===== src/rtl/link_uart_rx.sv =====
// 8N1 UART receiver: 2-FF input synchronizer, start-centre qualification,
// centre sampling of data/stop bits, framing-error pulse and break handling.
//
// state     | meaning
// ----------+------------------------------------------------------------
// IDLE      | line idle, waiting for rxd_s low
// START     | timing to start-bit centre, glitch rejected if high there
// DATA      | sampling 8 data bits at bit centres, LSB first
// STOP      | sampling stop bit; high -> byte out, low -> frame_err
// WAIT_HIGH | line held low after framing error, wait for release
module link_uart_rx #(
  parameter int BIT_DIV  = 217,
  parameter int HALF_DIV = BIT_DIV / 2
) (
  input  logic       clk_25,
  input  logic       rst,
  input  logic       rxd,
  output logic [7:0] rx_byte,
  output logic       rx_byte_rsvd,
  output logic       frame_err,
  output logic       rx_busy
);

  localparam int TW = $clog2(BIT_DIV);
  localparam logic [TW-1:0] BIT_LAST  = TW'(BIT_DIV - 1);
  localparam logic [TW-1:0] HALF_LAST = TW'(HALF_DIV - 1);

  typedef enum logic [2:0] {
    IDLE      = 3'd0,
    START     = 3'd1,
    DATA      = 3'd2,
    STOP      = 3'd3,
    WAIT_HIGH = 3'd4
  } state_t;

  state_t        state_q, state_d;
  logic [TW-1:0] timer_q, timer_d;
  logic [2:0]    index_q, index_d;
  logic [7:0]    shift_q, shift_d;
  logic [7:0]    byte_q,  byte_d;
  logic          rsvd_q,  rsvd_d;
  logic          ferr_q,  ferr_d;
  logic          rxd_m, rxd_s;

  always_ff @(posedge clk_25) begin
    if (rst) begin
      rxd_m   <= 1'b1;
      rxd_s   <= 1'b1;
      state_q <= IDLE;
      timer_q <= '0;
      index_q <= '0;
      shift_q <= '0;
      byte_q  <= '0;
      rsvd_q  <= 1'b0;
      ferr_q  <= 1'b0;
    end else begin
      rxd_m   <= rxd;
      rxd_s   <= rxd_m;
      state_q <= state_d;
      timer_q <= timer_d;
      index_q <= index_d;
      shift_q <= shift_d;
      byte_q  <= byte_d;
      rsvd_q  <= rsvd_d;
      ferr_q  <= ferr_d;
    end
  end

  always_comb begin
    state_d = state_q;
    timer_d = timer_q + TW'(1);
    index_d = index_q;
    shift_d = shift_q;
    byte_d  = byte_q;
    rsvd_d  = 1'b0;
    ferr_d  = 1'b0;
    case (state_q)
      IDLE: begin
        timer_d = '0;
        if (!rxd_s) state_d = START;
      end
      START: begin
        if (timer_q == HALF_LAST) begin
          timer_d = '0;
          index_d = '0;
          state_d = rxd_s ? IDLE : DATA;
        end
      end
      DATA: begin
        if (timer_q == BIT_LAST) begin
          timer_d          = '0;
          shift_d[index_q] = rxd_s;
          index_d          = index_q + 3'd1;
          if (index_q == 3'd7) state_d = STOP;
        end
      end
      STOP: begin
        if (timer_q == BIT_LAST) begin
          timer_d = '0;
          if (rxd_s) begin
            byte_d  = shift_q;
            rsvd_d  = 1'b1;
            state_d = IDLE;
          end else begin
            ferr_d  = 1'b1;
            state_d = WAIT_HIGH;
          end
        end
      end
      WAIT_HIGH: begin
        // Timer is parked so a long break cannot run it past a bit period.
        timer_d = '0;
        if (rxd_s) state_d = IDLE;
      end
      default: begin
        timer_d = '0;
        state_d = IDLE;
      end
    endcase
  end

  assign rx_byte      = byte_q;
  assign rx_byte_rsvd = rsvd_q;
  assign frame_err    = ferr_q;
  assign rx_busy      = (state_q != IDLE);

endmodule

===== config.mk =====
export PLATFORM = sky130hd
export DESIGN_NAME = link_uart_rx
export DESIGN_NICKNAME = d
export VERILOG_FILES = /design/src/rtl/link_uart_rx.sv
export SDC_FILE = /design/constraint.sdc
export NUM_CORES = 1
export LEC_CHECK = 0
export BUFFER_PORTS_ARGS = -buffer_cell sky130_fd_sc_hd__buf_2
export CAP_MARGIN = 20
export CORE_ASPECT_RATIO = 0.8
export CORE_MARGIN = 2
export CORE_UTILIZATION = 25
export CTS_BUF_LIST = sky130_fd_sc_hd__clkbuf_8
export DETAILED_ROUTE_END_ITERATION = 6
export GPL_ROUTABILITY_DRIVEN = 0
export REMOVE_ABC_BUFFERS = 1
export SLEW_MARGIN = 20
export SYNTH_ARGS = -nofsm -noshare
export SYNTH_HDL_FRONTEND = slang
export SYNTH_SLANG_ARGS = --single-unit

===== constraint.sdc =====
create_clock -name clk_25 -period 2.9 [get_ports clk_25]
set_clock_uncertainty 0.15 [all_clocks]
set_input_delay 0.29 -clock clk_25 [delete_from_list [all_inputs] [get_ports clk_25]]
set_output_delay 0.29 -clock clk_25 [all_outputs]
set_load 0.05 [all_outputs]

Word level (Yosys, flattened, before mapping)
Cells that the tools add are included.
{ "word_totals": {"inputBits": 3, "regBits": 34, "out_inout_bits": 11} }
{ "classes": {"n_mux": 20, "addsub": 2, "eq_ne": 13, "bitwise_logic": 2, "reduce_logical": 10, "n_lt_le_gt_ge": 2} }
{ "ops": {"columns": ["operator", "count"], "rows": [
  ["$mux W3", 9],
  ["$mux W8", 2],
  ["$pmux W8 S2", 1],
  ["$pmux W3 S5", 1],
  ["$ne A2 B2 Y1 const B", 6],
  ["$add A8 B1 Y8 const B", 1],
  ["$bwmux W8", 1],
  ["$eq A8 B7 Y1 const B", 1],
  ["$eq A8 B8 Y1 const B", 1],
  ["$eq A3 B2 Y1 const B", 2],
  ["$eq A3 B3 Y1 const B", 2],
  ["$pmux W3 S2", 1],
  ["$reduce_and A3 Y1", 2],
  ["$reduce_and A6 Y1", 1],
  ["$lt A3 B4 Y1 const B", 1],
  ["$add A3 B1 Y3 const B", 1],
  ["$demux W1 S3", 1],
  ["$eq A3 B1 Y1 const B", 1],
  ["$ge A3 B1 Y1 const B", 1],
  ["$logic_not A3 Y1", 1],
  ["$mux W1", 3],
  ["$reduce_bool A3 Y1", 1],
  ["$reduce_or A3 Y1", 1],
  ["$mux W2", 1],
  ["other kinds (5)", 6]
]} }

Depth between registers and ports, before layout
Gate-level depths: netlist (run 1).
{ "logic_depth": {"ltp_word": 5, "ltp_mapped": 8, "ltp_nobuf": 7} }

Least setup slack after synthesis (run 1)
Ideal clock, no wire load.
{ "synth_timing": {"path_kind": "register to register", "from": "register timer_q[0]", "to": "register index_q[1]", "n_path_buf": 0, "stages_incl_launch_ff": 7, "synth_period_minus_slack_ns": 2.036, "setup_time_ns": 0.071, "t_arrival_ns": 1.816, "setup_slack_ns": 0.864, "cell_sequence": "dfxtp_1 -> ha_1 -> nand4b_1 -> nor4b_1 -> a32oi_1 -> or3b_2 -> a21oi_1"} }
{ "synth_between": {"elab_chain_cells": 3, "word_cells_on_any_way": 5, "classes_between": "eq/ne: 4; reduce/logical: 1"} }
{ "synth_lines": {"columns": ["element", "line_no", "rtl"], "rows": [
  ["start: declaration", "37", "logic [TW-1:0] timer_q, timer_d;"],
  ["start signal: assignment", "60", "timer_q <= timer_d;"],
  ["$eq A8 B8 Y1 or $eq A8 B7 Y1 (tied branches)", "90, 83", null],
  ["$ne A2 B2 Y1 (no line)", null, null],
  ["$reduce_and A3 Y1 (no line) (*)", null, null],
  ["end signal: assignment", "61", "index_q <= index_d;"],
  ["end: declaration", "38", "logic [2:0] index_q, index_d;"]
]} }
Mark *: on every way between the ends. The rest lies on a longest branch, timed or not.
A chain may end at the register's enable or synchronous reset.

Worst setup path in the final report (run 1)
{ "layout_timing": {"from": "register timer_q[0]", "to": "register index_q[2]"} }
The elaborated chain is that of the path after synthesis.

==> results of run 1 <==
-- per-layer routing --
layer / GRT usage [%] / routed length, um / up-vias
li1: - / - / 577
met1: 13.2 / 1550 / 499
met2: 11.9 / 993 / 14
met3: 4.24 / 122 / 6
met4: 4.62 / 56 / 0
met5: 0 / 0 / -
-- stage by stage --
stage	utilization [%]	hold slack, ns	area (um2)	setup WS, ns	total power (uW)
finish	29.7	0.0304	1730	0.670	907
global route	29.7	0.0288	1730	0.423	957
CTS	29.7	0.0177	1730	0.658	924
detailed placement	28.2	0.243	1640	0.674	560
global placement	28.2	0.244	1640	0.723	560
floorplan	-	0.209	1450	0.364	540
-- report_power, final --
| part | switching, uW | total [uW] | leakage [uW] | internal, uW |
|---|---|---|---|---|
| Sequential | 9.86 | 483 | 0.000275 | 473 |
| Clock | 169 | 357 | 0.0000524 | 188 |
| Combinational | 41.9 | 66.8 | 0.000314 | 24.9 |
-- cell families (layout without fill, tap and decap cells) --
| kind of cell | count (synthesis) | count (layout) | synth area share (%) |
|---|---|---|---|
| multiplexers | 15 | 15 | 10.1 |
| AO/OA/AOI/OAI | 15 | 15 | 6.40 |
| adder cells (fa/ha/maj) | 4 | 4 | 3.37 |
| AND/OR/NAND/NOR | 74 | 74 | 27.1 |
| buffers and inverters | 13 | 28 | 3.70 |
| XOR/XNOR | 6 | 6 | 3.54 |
| flip-flops | 34 | 34 | 45.8 |
-- how the worst max path moves through the flow --
stage | start | end | slack (ns) | cells after the start
after detailed placement | timer_q[0] | index_q[2] | 0.67 | 6
after global placement | timer_q[0] | index_q[2] | 0.72 | 6
after floorplan | timer_q[0] | rx_byte[0] | 0.36 | 6
after global routing | timer_q[0] | index_q[1] | 0.42 | 6
after CTS | timer_q[0] | index_q[2] | 0.66 | 6
final | timer_q[0] | index_q[2] | 0.67 | 6
-- sequential cells by signal (all words and copies together), names as in the netlist --
name and count:
rx_byte 8, shift_q 8, timer_q 8, index_q 3
state_q 3, frame_err 1, rx_byte_rsvd 1, rxd_m 1
rxd_s 1
-- worst max-delay path: cells and delay by family, from the launching register on --
family,cells,cell delay [ns]
and+or+nand+nor,3,1.05
DFF,1,0.37
AOI/OAI and AO/OA,2,0.34
adders and majority gates,1,0.25
-- cell usage in the layout (no fill, tap or decap), types with 2 or more instances in the layout --
master    instances
nand3_1           6
nor2_1           30
nor3_1            2
ha_1              4
mux2i_1          15
or3b_2            3
nand4b_1          2
buf_4             2
xor2_1            3
nor3b_2           2
nand2b_1          2
clkbuf_8          6
dfxtp_1          34
nand3b_1          3
nor4_2            2
or2_2             2
inv_1             6
nand2_1          11
buf_2            13
a21oi_1           7
xnor2_1           3
-- cell type report --
| type | instances | area, um2 |
|---|---|---|
| fill | 652 | 4090 |
| clock buffer | 6 | 82.6 |
| clock inverter | 2 | 8.76 |
| tap | 81 | 101 |
| multi-input combinational | 114 | 757 |
| sequential | 34 | 681 |
| timing repair buffer | 15 | 80.1 |
| inverter | 5 | 18.8 |
==> flow_metrics.tcl, run 1 <==
set metrics [dict create \
    status "completed" \
    die_h_um 73.0 \
    p_leak_uw 0.000641 \
    fin_setup_tns_ns 0 \
    area_growth_pct 16.3 \
    finalHoldViolCount 0 \
    drive_gt1_share_pct 19.3 \
    rsz0062_at_grt "false" \
    hp-class "in2reg" \
    yosysWarnings 0 \
    period_needed_ns 2.23 \
    worstReg2RegEnd "index_q[2]" \
    powerDensity_nw_per_um2 524 \
    crit_path_start_kind "register" \
    cts_resized 0 \
    path_clk_slew_ns 0.07 \
    core_um2 5820 \
    grt_pass1_vias 955 \
    dieArea_um2 6580 \
    yosysTopAreaCellShare_pct 45.8 \
    firstDrtPassIters 4 \
    timing.rr.start "timer_q[0]" \
    wl_per_cell_um 10.6 \
    r2r_cells 6 \
    floorplan.initialDensity_pct 25.5 \
    num_vias 1096 \
    syn_area_per_cell_um2 9.23 \
    timing.fmax_ghz 0.449 \
    max_slew_margin_pct 57.8 \
    cts_tree "built" \
    route.detailed.drc 0 \
    cts_hold_buf 0 \
    drt_first_iter_violations 38 \
    setup_viol_count_final 0 \
    slowest_stage "or3b_2" \
    grt_max_degree 28 \
    yosys.area.top_type "dfxtp_1" \
    n_antenna_cell 0 \
    die_width_um 90.2 \
    yosysMostFrequentCell "dfxtp_1" \
    holdPathEnd "rxd_m" \
    syn_area_um2 1490 \
    root_buffer "clkbuf_8" \
    cts_max_path_buffers 2 \
    ys_seq_area_share_pct 45.8 \
    path_max_fanout 5 \
    crit_required_ns 2.97 \
    viasPerCell 4.26 \
    stdcell_count 257 \
    cap_viol_max_count 0 \
    hold_path_depth 2 \
    grt.overflow.total 0 \
    synth_common_cells "dfxtp_1 (34), nor2_1 (30), mux2i_1 (15)" \
    io_buffers 13 \
    grt_pass1_wl_um 4690 \
    synthTopCellsByArea "dfxtp_1 (46%), mux2i_1 (10%), nor2_1 (7.6%), ha_1 (3.4%), nand2_1 (2.8%)" \
    numCtsBuffers 5 \
    max_stage_delay_ns 0.49 \
    htreeDepth 2 \
    regToRegSetupSlack_ns 0.67 \
    fin_nets 182 \
    track_usage_pct 9.36 \
    antenna_left 0 \
    slew_violations 0 \
    place_inst 249 \
    clk_latency_ns 0.29 \
    synth-async-reset-ratio_pct 0 \
    antenna_found_initial 0 \
    post-cts-setup-buffers 0 \
    ys_types 40 \
    synth_edf_count 0 \
    crit_path_end_kind "register" \
    cts_sinks 34 \
    dpl.hpwl_um 1850 \
    critPathArrivalTime_ns 2.30 \
    wl_um 2720 \
    ys_ff_latch 34 \
    synthCells 161 \
    crit_type "reg2reg" \
    path_cells "ha_1, nand4b_1, nor4b_1, a32oi_1, or3b_2, a21oi_1" \
    tightestPinTransition_ns 0.628 \
    row_count 25 \
    min_period_over_period_pct 76.9 \
    ir_worst_vdd_v 0.000266 \
    io_pins 14 \
    hold_start "rxd" \
    yosys_most_used_dff "dfxtp_1" \
]
Note: power is estimated with default switching activity, not from simulation.
==> run 2: changes to the inputs <==
ABC_AREA = 1   (was default)
clock period = 1.8 ns   (was 2.9 ns; I/O delays follow)
==> flow_metrics.tcl, run 2 <==
set metrics [dict create \
    dpl.hpwl_um 2330 \
    sequentialPowerShare_pct 44.0 \
    mostFrequentLayoutCell "nor2_1" \
    layout_common_cells "nor2_1 (45), nand2_1 (35), dfxtp_1 (34)" \
    critPathBufInv 1 \
    pwr-share-clk_pct 33.2 \
    antenna_found_initial 0 \
    hold_start "rst" \
    synthTopCellsByArea "dfxtp_1 (42%), nor2_1 (10%), nand2_1 (8.1%), inv_1 (5.3%), nand3_1 (4.6%)" \
    viasPerCell 4.16 \
    core_um2 6340 \
    slowest_stage "dfxtp_1" \
    area_growth_pct 17.3 \
    die_h_um 76.1 \
    grt.overflow.total 0 \
    root_buffer "clkbuf_8" \
    crit_path_start_kind "register" \
    num_vias 1348 \
    crit_required_ns 1.84 \
    track_usage_pct 10.2 \
    setup_viol_count_final 0 \
    finalHoldViolCount 0 \
    cts_tree "built" \
    row_count 26 \
    pwr-share-comb_pct 22.8 \
    slew_violations 0 \
    synth_edf_count 0 \
    yosysTopAreaCellShare_pct 41.8 \
    route.detailed.drc 0 \
    yosys.area.top_type "dfxtp_1" \
    min_period_over_period_pct 88.2 \
    post-cts-setup-buffers 0 \
    fin_setup_tns_ns 0 \
    p_sw_share_pct 33.1 \
    wl_um 3160 \
    path_cells "ha_1, inv_1, nor2_1, nand3_1, nand2_2, nand3_2, nor2_1, nor2_1" \
    intPower_uw 1330 \
    io_pins 14 \
    hp-class "in2reg" \
    critPathArrivalTime_ns 1.62 \
    wl_per_cell_um 9.75 \
    status "completed" \
    ys_types 29 \
    powerDensity_nw_per_um2 1040 \
    yosysMostFrequentCell "nor2_1" \
    numCtsBuffers 5 \
    whs_ns 0.0271 \
    synth-async-reset-ratio_pct 0 \
    io_buffers 13 \
    timing.rr.start "timer_q[0]" \
    cts_max_path_buffers 2 \
    max_slew_margin_pct 74.5 \
    drive_gt1_share_pct 21.7 \
    cts_sinks 34 \
    die_width_um 94.2 \
    path_max_fanout 9 \
    pre_cts_slack_ns 0.201 \
    synth_common_cells "nor2_1 (45), nand2_1 (35), dfxtp_1 (34)" \
    htreeDepth 2 \
    period_needed_ns 1.59 \
    floorplan.initialDensity_pct 25.6 \
    grt_pass1_wl_um 5700 \
    p_leak_uw 0.000836 \
    crit_path_end_kind "register" \
    grt_pass1_vias 1260 \
    setup_slack_ns 0.212 \
    dieArea_um2 7170 \
    timing.fmax_ghz 0.630 \
    n_antenna_cell 0 \
    seq_area_um2 681 \
    ys_ff_latch 34 \
    multi_input_area_um2 810 \
    startpoint "timer_q[0]" \
    path_clk_slew_ns 0.07 \
    cts_hold_buf 1 \
    yosysWarnings 0 \
    ys_seq_area_share_pct 41.8 \
    crit_type "reg2reg" \
    cp_common_cell "nor2_1" \
    syn_area_per_cell_um2 7.43 \
    rsz0062_at_grt "false" \
    fin_nets 246 \
    cts_resized 0 \
    syn_area_um2 1630 \
    firstDrtPassIters 4 \
    synthCells 219 \
    drt_first_iter_violations 56 \
    cap_viol_max_count 0 \
    critical-path-top-delay-family "simple AND/OR/NAND/NOR gates" \
    grt_max_degree 13 \
    tightestPinTransition_ns 0.379 \
    max_stage_delay_ns 0.38 \
    power.switching_uw 658 \
    antenna_left 0 \
    clk_latency_ns 0.29 \
    ir_worst_vdd_v 0.000338 \
    nFillCells 671 \
    yosys_most_used_dff "dfxtp_1" \
]
-- run 2: cell types whose count changed after synthesis, sizes merged, moves of 3 or more --
| cell | delta |
|---|---|
| nand2 | +32 |
| clkbuf | -3 |
| mux2i | -15 |
| a21oi | +3 |
| nor2 | +19 |
| or3b | -4 |
| o21ai | +11 |
| inv | +21 |
| nor3 | +3 |
| nand3 | +11 |
-- run 2: cells by family after synthesis --
family,synth area share [%]
adder cells (fa/ha/maj),3.08
AO/OA/AOI/OAI,7.92
AND/OR/NAND/NOR,36.6
flip-flops,41.8
buffers and inverters,8.38
XOR/XNOR,2.15
-- run 2: path summary, 6_finish.rpt --
kind | end | slack [ns] | cells after the start
max | state_q[2] | 0.21 | 8
min | shift_q[3] | 0.03 | 2
min reg2reg | rxd_s | 0.26 | 1
max reg2reg | state_q[2] | 0.21 | 8
-- run 2: per-stage QoR --
| stage | util (%) | instance area [um2] | cells | power, uW |
|---|---|---|---|---|
| final | 30.1 | 1910 | 324 | 1990 |
| after global routing | 30.1 | 1910 | 324 | 2130 |
| after CTS | 30.1 | 1910 | 324 | 2010 |
| after detailed placement | 28.2 | 1790 | 315 | 1340 |
| after global placement | 28.2 | 1790 | 315 | 1330 |
| after floorplan | - | 1590 | 214 | 1240 |
-- run 2: power by group through the flow --
| stage | clock network (uW) | registers, uW | logic, uW |
|---|---|---|---|
| 2_1_floorplan | 0 | 872 | 368 |
| 3_3_place_gp | 0 | 885 | 447 |
| 3_5_place_dp | 0 | 889 | 451 |
| 4_1_cts | 679 | 873 | 457 |
| 5_1_grt | 723 | 882 | 528 |
| 6_report | 661 | 875 | 454 |
-- run 2: final cells by class --
class / instances / share of cell area [%]
inverter: 26 / 5.11
clock buffer: 8 / 5.77
timing repair buffer: 18 / 5.51
multi-input combinational: 154 / 42.4
tap: 84 / 5.51
sequential: 34 / 35.7
-- run 2: per-layer routing --
metal | global-route usage, % | part of all wire, %
met2 | 13.9 | 40
met4 | 6.09 | 2.9
met3 | 2.97 | 3.7
met5 | 0 | 0
met1 | 14.1 | 54
==> run 3: changes to the inputs <==
CORE_UTILIZATION = 50   (was 25)
PLACE_DENSITY = 0.71   (was default)
==> flow_metrics.tcl, run 3 (synthesis results as in run 2) <==
set metrics [dict create \
    area_growth_pct 13.2 \
    wl_per_cell_um 10.3 \
    power.switching_uw 634 \
    critPathArrivalTime_ns 1.61 \
    intPower_uw 1250 \
    timing.fmax_ghz 0.649 \
    rsz0062_at_grt "false" \
    drive_gt1_share_pct 21.6 \
    cts_resized 0 \
    row_count 18 \
    setup_viol_count_final 0 \
    slowest_stage "dfxtp_1" \
    powerDensity_nw_per_um2 1020 \
    pwr-share-clk_pct 29.7 \
    io_pins 14 \
    drt_first_iter_violations 100 \
    cts_sinks 34 \
    max_slew_margin_pct 76.1 \
    max_stage_delay_ns 0.35 \
    numCtsBuffers 5 \
    tightestPinTransition_ns 0.356 \
    layout_common_cells "nor2_1 (45), nand2_1 (35), dfxtp_1 (34)" \
    clk_latency_ns 0.28 \
    cap_viol_max_count 0 \
    status "completed" \
    path_max_fanout 7 \
    antenna_left 0 \
    cp_common_cell "nor2_1" \
    path_cells "inv_1, nand2_1, nor2_1, nand2_2, nor2_4, buf_4, o21ai_1, nor2_1" \
    fin_setup_tns_ns 0 \
    route.detailed.drc 0 \
    grt.overflow.total 0 \
    die_h_um 55.0 \
    num_vias 1323 \
    finalHoldViolCount 0 \
    floorplan.initialDensity_pct 52.7 \
    p_sw_share_pct 33.7 \
    grt_pass1_vias 1070 \
    pwr-share-comb_pct 24.0 \
    track_usage_pct 17.8 \
    mostFrequentLayoutCell "nor2_1" \
    hp-class "in2reg" \
    crit_path_start_kind "register" \
    slew_violations 0 \
    crit_required_ns 1.87 \
    cts_tree "built" \
    io_buffers 13 \
    regToRegSetupSlack_ns 0.26 \
    path_clk_slew_ns 0.06 \
    antenna_found_initial 0 \
    dpl.hpwl_um 2170 \
    period_needed_ns 1.54 \
    crit_type "reg2reg" \
    cts_max_path_buffers 2 \
    die_width_um 67.8 \
    core_um2 3090 \
    firstDrtPassIters 4 \
    final_core_util_pct 59.7 \
    n_antenna_cell 0 \
    root_buffer "clkbuf_8" \
    grt_pass1_wl_um 4800 \
    viasPerCell 4.71 \
    ir_worst_vdd_v 0.000688 \
    grt_max_degree 18 \
    sequentialPowerShare_pct 46.2 \
    fin_nets 247 \
    crit_path_end_kind "register" \
    p_leak_uw 0.000837 \
    dieArea_um2 3730 \
    post-cts-setup-buffers 0 \
    wl_um 2890 \
    min_period_over_period_pct 85.6 \
    htreeDepth 2 \
]
==> run 3: cell count changes in the layout (fill, tap and decap cells not counted), sizes merged <==
cell	before	now
clkbuf	8	6
clkinv	0	1
inv	26	27
buf	17	18
==> run 3: final cells by class <==
cell class                 instances  area [um2]
sequential                        34         681
multi-input combinational        154         810
inverter                          26        97.6
clock buffer                       6        82.6
tap                               40        50.0
fill                             286        1240
clock inverter                     2        8.76
timing repair buffer              19         113
==> run 3: per-stage QoR <==
| step | cells | power (uW) | area [um2] | setup slack (ns) | hold WS (ns) |
|---|---|---|---|---|---|
| 2_1_floorplan | 214 | 1240 | 1590 | 0.253 | 0.0991 |
| 3_3_place_gp | 272 | 1330 | 1740 | 0.275 | 0.218 |
| 3_5_place_dp | 272 | 1330 | 1740 | 0.250 | 0.224 |
| 4_1_cts | 281 | 1900 | 1840 | 0.240 | 0.0285 |
| 5_1_grt | 281 | 2000 | 1840 | 0.0587 | 0.0537 |
| 6_report | 281 | 1880 | 1840 | 0.259 | 0.0431 |
==> run 3: power groups by stage <==
stage	clock, uW	sequential [uW]	combinational [uW]
CTS	582	868	450
detailed placement	0	885	446
global route	608	879	512
global placement	0	886	442
finish	559	869	452
floorplan	0	872	368
==> run 3: worst max-delay path, delay by kind of cell, from the launching register on <==
kind	cells	cell delay, ns
buffers and inverters	2	0.26
AO/OA/AOI/OAI	1	0.08
AND/OR/NAND/NOR	5	0.65
flip-flops	1	0.35
==> run 3: path summary, 6_finish.rpt <==
| check | startpoint | to | depth (start not counted) |
|---|---|---|---|
| setup reg to reg | timer_q[2] | rx_byte[7] | 8 |
| hold reg to reg | rxd_m | rxd_s | 1 |
| hold / removal | rst | shift_q[3] | 2 |
| setup / recovery | timer_q[2] | rx_byte[7] | 8 |
==> run 3: what timing repair did <==
item,4_1_cts,5_1_grt
hold endpoints to repair,1,0
hold buffers,1,0
endpoints found under the setup margin,0,0
==> run 3: layer usage <==
metal / global-route usage, % / up-vias / routed length [um]
li1: - / 730 / -
met1: 27.4 / 569 / 1650
met2: 22.1 / 20 / 1070
met3: 5.47 / 4 / 133
met4: 7.00 / 0 / 38
met5: 0 / - / 0
